`src/rtl/core_switch_ctrl_pkg.sv`:
```
// core_switch_ctrl_pkg: state encodings and default timing for the A/B core switch controller
package core_switch_ctrl_pkg;
  typedef enum logic [2:0] {
    ST_INIT  = 3'd0,
    ST_RUN_A = 3'd1,
    ST_RUN_B = 3'd2,
    ST_SW_A  = 3'd3,
    ST_SW_B  = 3'd4,
    ST_FAIL  = 3'd5
  } state_t;
  localparam int DEF_HOLDOFF     = 16;
  localparam int DEF_MIN_DWELL   = 14746;
  localparam int DEF_REVERT_TIME = 147456;
endpackage

```
`src/rtl/sync2.sv`:
```
// sync2: two-flop synchronizer, async active-high reset to 0
module sync2 (
  input  logic clk,
  input  logic rst,
  input  logic d,
  output logic q
);
  logic m;
  always_ff @(posedge clk or posedge rst)
    if (rst) {q, m} <= 2'b00;
    else {q, m} <= {m, d};
endmodule

```
`src/rtl/core_switch_ctrl.sv`:
```
// core_switch_ctrl: break-before-make A/B core ownership with dwell and holdoff timing.
// Define CORE_SWITCH_REVERT_EN for automatic revert from B back to a persistently healthy A.
module core_switch_ctrl
  import core_switch_ctrl_pkg::*;
#(
  parameter int HOLDOFF   = DEF_HOLDOFF,
  parameter int MIN_DWELL = DEF_MIN_DWELL
`ifdef CORE_SWITCH_REVERT_EN
  , parameter int REVERT_TIME = DEF_REVERT_TIME
`endif
) (
  input  logic       clk,
  input  logic       rst,
  input  logic       a_ok,
  input  logic       b_ok,
  input  logic       force_a,
  input  logic       force_b,
  output logic       sel_a,
  output logic       a_en,
  output logic       b_en,
  output logic       fault,
  output logic       switch_pulse,
  output logic [7:0] switch_cnt
);
  localparam int DW = $clog2(MIN_DWELL + 1);
  state_t state, nxt;
  logic [15:0] hold_cnt;
  logic [DW-1:0] dwell;
  logic fa_s, fb_s, fa, fb, dwell_exp, hold_done, revert, done_sw;
  logic n_sel, n_a_en, n_b_en;
  sync2 u_sync_a (.clk(clk), .rst(rst), .d(force_a), .q(fa_s));
  sync2 u_sync_b (.clk(clk), .rst(rst), .d(force_b), .q(fb_s));
  assign fa = fa_s & ~fb_s;
  assign fb = fb_s & ~fa_s;
  assign dwell_exp = dwell == DW'(MIN_DWELL);
  assign hold_done = hold_cnt == 16'(HOLDOFF - 1);
`ifdef CORE_SWITCH_REVERT_EN
  localparam int RW = $clog2(REVERT_TIME + 1);
  logic [RW-1:0] rev_cnt;
  assign revert = a_ok && !fa && !fb && rev_cnt == RW'(REVERT_TIME - 1);
  always_ff @(posedge clk or posedge rst)
    if (rst) rev_cnt <= '0;
    else rev_cnt <= (state == ST_RUN_B && nxt == ST_RUN_B && a_ok) ? rev_cnt + RW'(1) : '0;
`else
  assign revert = 1'b0;
`endif
  always_comb begin
    nxt = state;
    case (state)
      ST_INIT:  nxt = a_ok ? ST_RUN_A : b_ok ? ST_RUN_B : ST_FAIL;
      ST_RUN_A: nxt = (fb || (!a_ok && b_ok && dwell_exp)) ? ST_SW_B :
                      (!a_ok && !b_ok) ? ST_FAIL : ST_RUN_A;
      ST_RUN_B: nxt = (fa || (!b_ok && a_ok && dwell_exp)) ? ST_SW_A :
                      (!a_ok && !b_ok) ? ST_FAIL : revert ? ST_SW_A : ST_RUN_B;
      ST_SW_A:  nxt = hold_done ? ST_RUN_A : ST_SW_A;
      ST_SW_B:  nxt = hold_done ? ST_RUN_B : ST_SW_B;
      ST_FAIL:  nxt = (sel_a ? a_ok : b_ok) ? (sel_a ? ST_RUN_A : ST_RUN_B) :
                      (sel_a ? b_ok : a_ok) ? (sel_a ? ST_SW_B : ST_SW_A) : ST_FAIL;
      default:  nxt = ST_INIT;
    endcase
  end
  // FAIL freezes whatever mux/enable setting was in force when it was entered
  assign n_sel   = (nxt == ST_FAIL) ? sel_a : (nxt inside {ST_INIT, ST_RUN_A, ST_SW_A});
  assign n_a_en  = (nxt == ST_FAIL) ? a_en : (nxt == ST_RUN_A);
  assign n_b_en  = (nxt == ST_FAIL) ? b_en : (nxt == ST_RUN_B);
  assign done_sw = (state == ST_SW_A && nxt == ST_RUN_A) || (state == ST_SW_B && nxt == ST_RUN_B);
  always_ff @(posedge clk or posedge rst)
    if (rst) begin
      state        <= ST_INIT;
      sel_a        <= 1'b1;
      a_en         <= 1'b0;
      b_en         <= 1'b0;
      fault        <= 1'b0;
      switch_pulse <= 1'b0;
      switch_cnt   <= 8'd0;
      hold_cnt     <= 16'd0;
      dwell        <= '0;
    end else begin
      state        <= nxt;
      sel_a        <= n_sel;
      a_en         <= n_a_en;
      b_en         <= n_b_en;
      fault        <= nxt == ST_FAIL;
      switch_pulse <= done_sw;
      switch_cnt   <= (done_sw && switch_cnt != 8'hff) ? switch_cnt + 8'd1 : switch_cnt;
      hold_cnt     <= (nxt == state && (state == ST_SW_A || state == ST_SW_B)) ? hold_cnt + 16'd1 : 16'd0;
      dwell        <= (nxt != state) ? '0 : dwell_exp ? dwell : dwell + DW'(1);
    end
endmodule
```
`config.mk`:
```
export PLATFORM = sky130hd
export DESIGN_NAME = core_switch_ctrl
export DESIGN_NICKNAME = d
export VERILOG_FILES = /design/src/rtl/core_switch_ctrl_pkg.sv /design/src/rtl/sync2.sv /design/src/rtl/core_switch_ctrl.sv
export SDC_FILE = /design/constraint.sdc
export NUM_CORES = 1
export LEC_CHECK = 0
export ABC_AREA = 1
export CORE_MARGIN = 2
export CORE_UTILIZATION = 61
export CTS_BUF_LIST = sky130_fd_sc_hd__clkbuf_2
export CTS_CLUSTER_SIZE = 14
export DETAILED_ROUTE_END_ITERATION = 10
export PLACE_DENSITY = 0.88
export SKIP_LAST_GASP = 1
export SYNTH_ARGS = -nofsm -noshare
export SYNTH_HDL_FRONTEND = slang
export SYNTH_SLANG_ARGS = --single-unit
```
`constraint.sdc`:
```
create_clock -name clk -period 2.7 [get_ports clk]
set_clock_uncertainty 0.2 [all_clocks]
set_input_delay 0.54 -clock clk [delete_from_list [all_inputs] [get_ports clk]]
set_output_delay 0.54 -clock clk [all_outputs]
set_load 0.02 [all_outputs]
```
# --- Word level (Yosys, flattened, before mapping) ---
# Cells that the tools add are included.
totals:
  regBits: 50
  latchBits: 0
  ramBits: 0
  rom_bits: 0
  elab_cells: 71
  mem_count: 0
op_classes:
  n_addsub: 3
  multipliers: 0
  div_mod_pow: 0
  order_cmp: 0
  n_eq_ne: 15
  n_shift: 0
  n_mux: 18
  n_bitwise: 4
  reduce_logical: 18
ops:
  columns: ["operator", "n"]
  rows:
  - ["$mux W3", 10]
  - ["$mux W14", 2]
  - ["$pmux W3 S6", 1]
  - ["$add A16 B1 Y16 const B", 1]
  - ["$eq A16 B4 Y1 const B", 1]
  - ["$mux W16", 1]
  - ["$add A14 B1 Y14 const B", 1]
  - ["$eq A14 B14 Y1 const B", 1]
  - ["$eq A3 B2 Y1 const B", 4]
  - ["$eq A3 B3 Y1 const B", 3]
  - ["$logic_and A1 B1 Y1", 9]
  - ["$add A8 B1 Y8 const B", 1]
  - ["$ne A8 B8 Y1 const B", 1]
  - ["$eq A3 B1 Y1 const B", 2]
  - ["$logic_not A3 Y1", 2]
  - ["$logic_or A1 B1 Y1", 4]
  - ["$mux W2", 2]
  - ["$eq A3 B3 Y1", 1]
  - ["$ne A3 B3 Y1", 1]
  - ["$reduce_bool A3 Y1", 1]
  - ["$and A1 B1 Y1", 2]
  - ["$logic_not A1 Y1", 2]
  - ["$mux W1", 2]
  - ["$ne A2 B1 Y1 const B", 1]
  - ["$not A1 Y1", 2]

# --- Longest topological paths before layout ---
depth:
  depth_word: 10
  mapped_depth: 16
  mapped_depth_nobuf: 15

# --- Hierarchy ---
# From an unflattened synthesis, not the netlist that was laid out.
unflattened:
  cells_unflattened: 348
  hier_area_um2: 2781.4
modules_own_cells:
  columns: ["module", "n_inst", "cells_each", "area_per_inst_um2", "seq_area_each_um2"]
  rows:
  - ["core_switch_ctrl", 1, 342, 2673.8, 1152.4]
  - ["sync2", 2, 3, 53.8, 50.0]

# --- Worst setup path before layout ---
# OpenSTA, ideal clock, no wires.
synth_timing:
  path_type: "register to register"
  startpoint: "register dwell[0]"
  endpoint: "register hold_cnt[10]"
  setup_ps: 124
  t_arrival_ps: 1632
  required_time_ps: 2376
  slack_ps: 744
  stages_incl_launch_ff: 15
  path_buffers: 1
  synth_period_minus_slack_ps: 1956
  cell_sequence: "dfrtp_1 inv_1 ha_1 inv_1 nor2_1 nand2_1 nor2_1 nand3_1 nand3_1 nand3_4 nand2_1 nand2_2 nand3_4 buf_12 nor2_4"
synth_via:
  elab_chain_len: 8
  elab_cells_between_ends: 11
  classes_between: "eq/ne (2); mux (4); reduce/logical (5)"
synth_lines:
  columns: ["element", "line", "rtl"]
  rows:
  - ["from (decl)", "core_switch_ctrl.sv:28", "logic [DW-1:0] dwell;"]
  - ["from (signal assigned)", "core_switch_ctrl.sv:87", "dwell <= (nxt != state) ? '0 : dwell_exp ? dwell : dwell + DW'(1);"]
  - ["$eq A14 B14 Y1 (*)", "core_switch_ctrl.sv:35", "assign dwell_exp = dwell == DW'(MIN_DWELL);"]
  - ["$logic_and A1 B1 Y1 (on tied branches)", "core_switch_ctrl.sv:53, core_switch_ctrl.sv:51", null]
  - ["$logic_or A1 B1 Y1 (on tied branches)", "core_switch_ctrl.sv:53, core_switch_ctrl.sv:51", null]
  - ["$mux W3 (on tied branches)", "core_switch_ctrl.sv:53, core_switch_ctrl.sv:51", null]
  - ["$pmux W3 S6 (*)", "core_switch_ctrl.sv:49", "case (state)"]
  - ["named net nxt[0]", "core_switch_ctrl.sv:26", "state_t state, nxt;"]
  - ["$eq A3 B3 Y1 (*)", "core_switch_ctrl.sv:86", "hold_cnt <= (nxt == state && (state == ST_SW_A || state == ST_SW_B)) ? hold_cnt + 16'd1 : 16'd0;"]
  - ["$logic_and A1 B1 Y1 (*)", "core_switch_ctrl.sv:86", null]
  - ["$mux W16 (*)", "core_switch_ctrl.sv:86", null]
  - ["to (signal assigned)", "core_switch_ctrl.sv:86", null]
  - ["to (decl)", "core_switch_ctrl.sv:27", "logic [15:0] hold_cnt;"]
# The timed path passes the listed nets; every way through them passes the cells marked *.
# A chain may end at the register's enable or synchronous reset.

# --- Worst setup path in the final report ---
layout_timing:
  startpoint: "register sel_a"
  endpoint: "output sel_a"
layout_rtl:
  columns: ["element", "line", "rtl"]
  rows:
  - ["from (decl)", "core_switch_ctrl.sv:18", "output logic sel_a,"]
  - ["from (signal assigned)", "core_switch_ctrl.sv:80", "sel_a <= n_sel;"]
# No word-level cell between the ends.

==> metrics.txt <==
status=finished clean; Commonest cells post-synth=65 x nand2_1, 61 x nor2_1, 49 x dfrtp_1; Final Util=0.7023; Die H=71.19 um; async set-reset flop share out of synthesis=1.000; worst skew pair latency=0.43 ns; routed vias=2109; Fmax achieved=416.6 MHz; total track usage=0.2075; die width=71.19 um; fraction of layout cells with a size suffix above 1=0.1400; Area contributors post-synth=dfrtp_1 45%, nand2_1 8.9%, nor2_1 8.3%, nor2_4 5.3%, xor2_1 5.1%; Crit path largest cell delay=0.62 ns; vias in the first global route=1948; Syn Area/Cell=8.500 um2; PnR worst setup slack=0.2997 ns; Worst-Margin Slew=0.4519 ns; Peak VDD IR=0.5337 mV; drc violations=0; Starting DRT DRC Count=148; CP delay by family, top=flip-flops; number of synthesized flops with an enable pin=0; Syn Nets=334; leading area contributor after synthesis=dfrtp_1; final slew viol count=0; DIE AREA=0.005068 mm2; final hold viol count=0; Rows=24; most frequent cell after synthesis=nand2_1; clock-pin slew on the worst setup and hold paths=0.25 ns; main flop type after synthesis=dfrtp_1; num ports=19; gpl congestion=0.9273; Post-DRT Antenna Nets=0; clk buf depth=2; pre-CTS setup slack=0.1009 ns; P_leak=1.338 nW; Inserted Diodes=0; CP max FO=4; Netlist Area Pre-Place=0.002754 mm2; Final HPWL DP=3616 um; Hold WS=0.1868 ns; post-synthesis sequential area ratio=0.4548; core area=0.004354 mm2; Seq cells post-synth=50; Overflow after GRT=0; Required @ worst endpoint=1.96 ns; post-CTS resize count=0; Synth top area share=0.4453; clock sinks=50; Cells after Synth=324; first-pass GRT wire length=8383 um; initial antenna violation count=0; number of library cell types mapped by synthesis=31; Setup crit end kind=output pin; setup TNS=0 ns; CP Cell Sequence=clkdlybuf4s50_1; Arr. time, crit path=1.66 ns; fin crit period=2.400 ns; Worst Setup SP=sel_a$_DFFE_PP1N_; Hold Crit Class=in -> async; CP Buf/Inv Count=1; CTS Hold Buffers Added=0; fin nets=359; # Post-CTS Setup Buffers=0; CTS buffer count=5; Root Driver=clkbuf_2; Setup-failing EPs final=0; Crit Path Class=reg -> out; routed wire length=4847 um; Synth Warn #=0; Crit-path slowest cell=dfstp_2; PortBufs=18; R2R Path Start=dwell[0]$_DFFE_PP0P_; Pwr Density=670.0 mW/mm2; via density per instance=5.246; largest net degree at the start of global routing=32; P&R area growth vs syn=11.04%; drt first pass iters=4; Max Cap Viol=0; H-Tree Depth=2; slew margin rel.=0.6983; Initial Utilization=0.6325; Tcrit/Tclk final=0.8890; CTS tree=built; RSZ-0062 raised after global routing=false; crit path launch type=flip-flop; wire per inst=12.06 um
-- final cells by class --
class	instances	area, um2
clock buffer	5	25.02
clock inverter	3	16.27
fill	342	1296
inverter	27	101.3
multi-input combinational	244	1370
sequential	50	1252
tap	52	65.06
timing repair buffer	21	227.7
-- layer usage --
layer  part of all wire  up-vias  GRT usage
met5                  0        -          0
met4              0.012        0    0.07547
met3              0.032        8    0.04131
met2               0.48       36     0.3302
met1               0.47      989     0.2836
li1                   -     1076          -
-- where the power goes --
| group | leakage [nW] | internal [mW] | switching, mW |
|---|---|---|---|
| combinational | 0.635 | 0.297 | 0.552 |
| clock | 0.0264 | 0.0591 | 0.232 |
| sequential | 0.676 | 0.835 | 0.0741 |
| total | 1.34 | 1.19 | 0.858 |
-- state kept, by name (all words and copies together) (netlist names) --
register / count
a_en: 1
b_en: 1
dwell: 14
fault: 1
hold_cnt: 16
sel_a: 1
state: 3
switch_cnt: 8
switch_pulse: 1
u_sync_a.m: 1
u_sync_a.q: 1
u_sync_b.m: 1
u_sync_b.q: 1
-- worst paths after layout --
check | end | slack [ns] | cells after the start
setup / recovery | sel_a | 0.30 | 1
hold / removal | dwell[11]$_DFFE_PP0P_ | 0.19 | 2
setup reg to reg | hold_cnt[4]$_DFF_PP0_ | 0.51 | 15
hold reg to reg | u_sync_b.q$_DFF_PP0_ | 0.19 | 0
max in group asynchronous | hold_cnt[9]$_DFF_PP0_ | 1.58 | 3
min in group clk | u_sync_b.q$_DFF_PP0_ | 0.19 | 0
-- cell usage in the layout (no fill, tap or decap), types with 2 or more instances in the layout --
master           synthesis  routed
nand2_2                  7       7
a21oi_1                  5       5
buf_12                   1       2
nand3_4                  2       2
xor2_1                  16      16
dfrtp_1                 49      49
nand2_4                  2       2
clkdlybuf4s50_1          0      18
nand3_2                  3       3
inv_1                   25      24
nor2_4                  13      13
or2_2                    3       3
nand2_1                 65      65
nor2_2                   4       4
nor2_1                  61      61
nor3_1                   3       3
nand3_1                 25      25
xnor2_1                 10      10
ha_1                     4       4
o21ai_0                  4       4
inv_2                    2       3
clkbuf_2                 0       5
nand4_1                  9       9
-- stage by stage --
step           total power [mW]  cell area, um2  cells
2_1_floorplan             1.551            2754    324
3_3_place_gp              1.744            3017    394
3_5_place_dp              1.767            3017    394
4_1_cts                   2.065            3058    402
5_1_grt                   2.186            3058    402
6_report                  2.049            3058    402
-- cells by family (layout without fill, tap and decap cells) --
kind of cell	Yosys count	after routing	synth area share
buffers and inverters	30	56	0.04771
flip-flops	50	50	0.4548
AND/OR/NAND/NOR	201	201	0.3694
XOR/XNOR	26	26	0.08269
adder cells (fa/ha/maj)	4	4	0.01817
AO/OA/AOI/OAI	13	13	0.02726
Power figures use the tool's default switching activity.
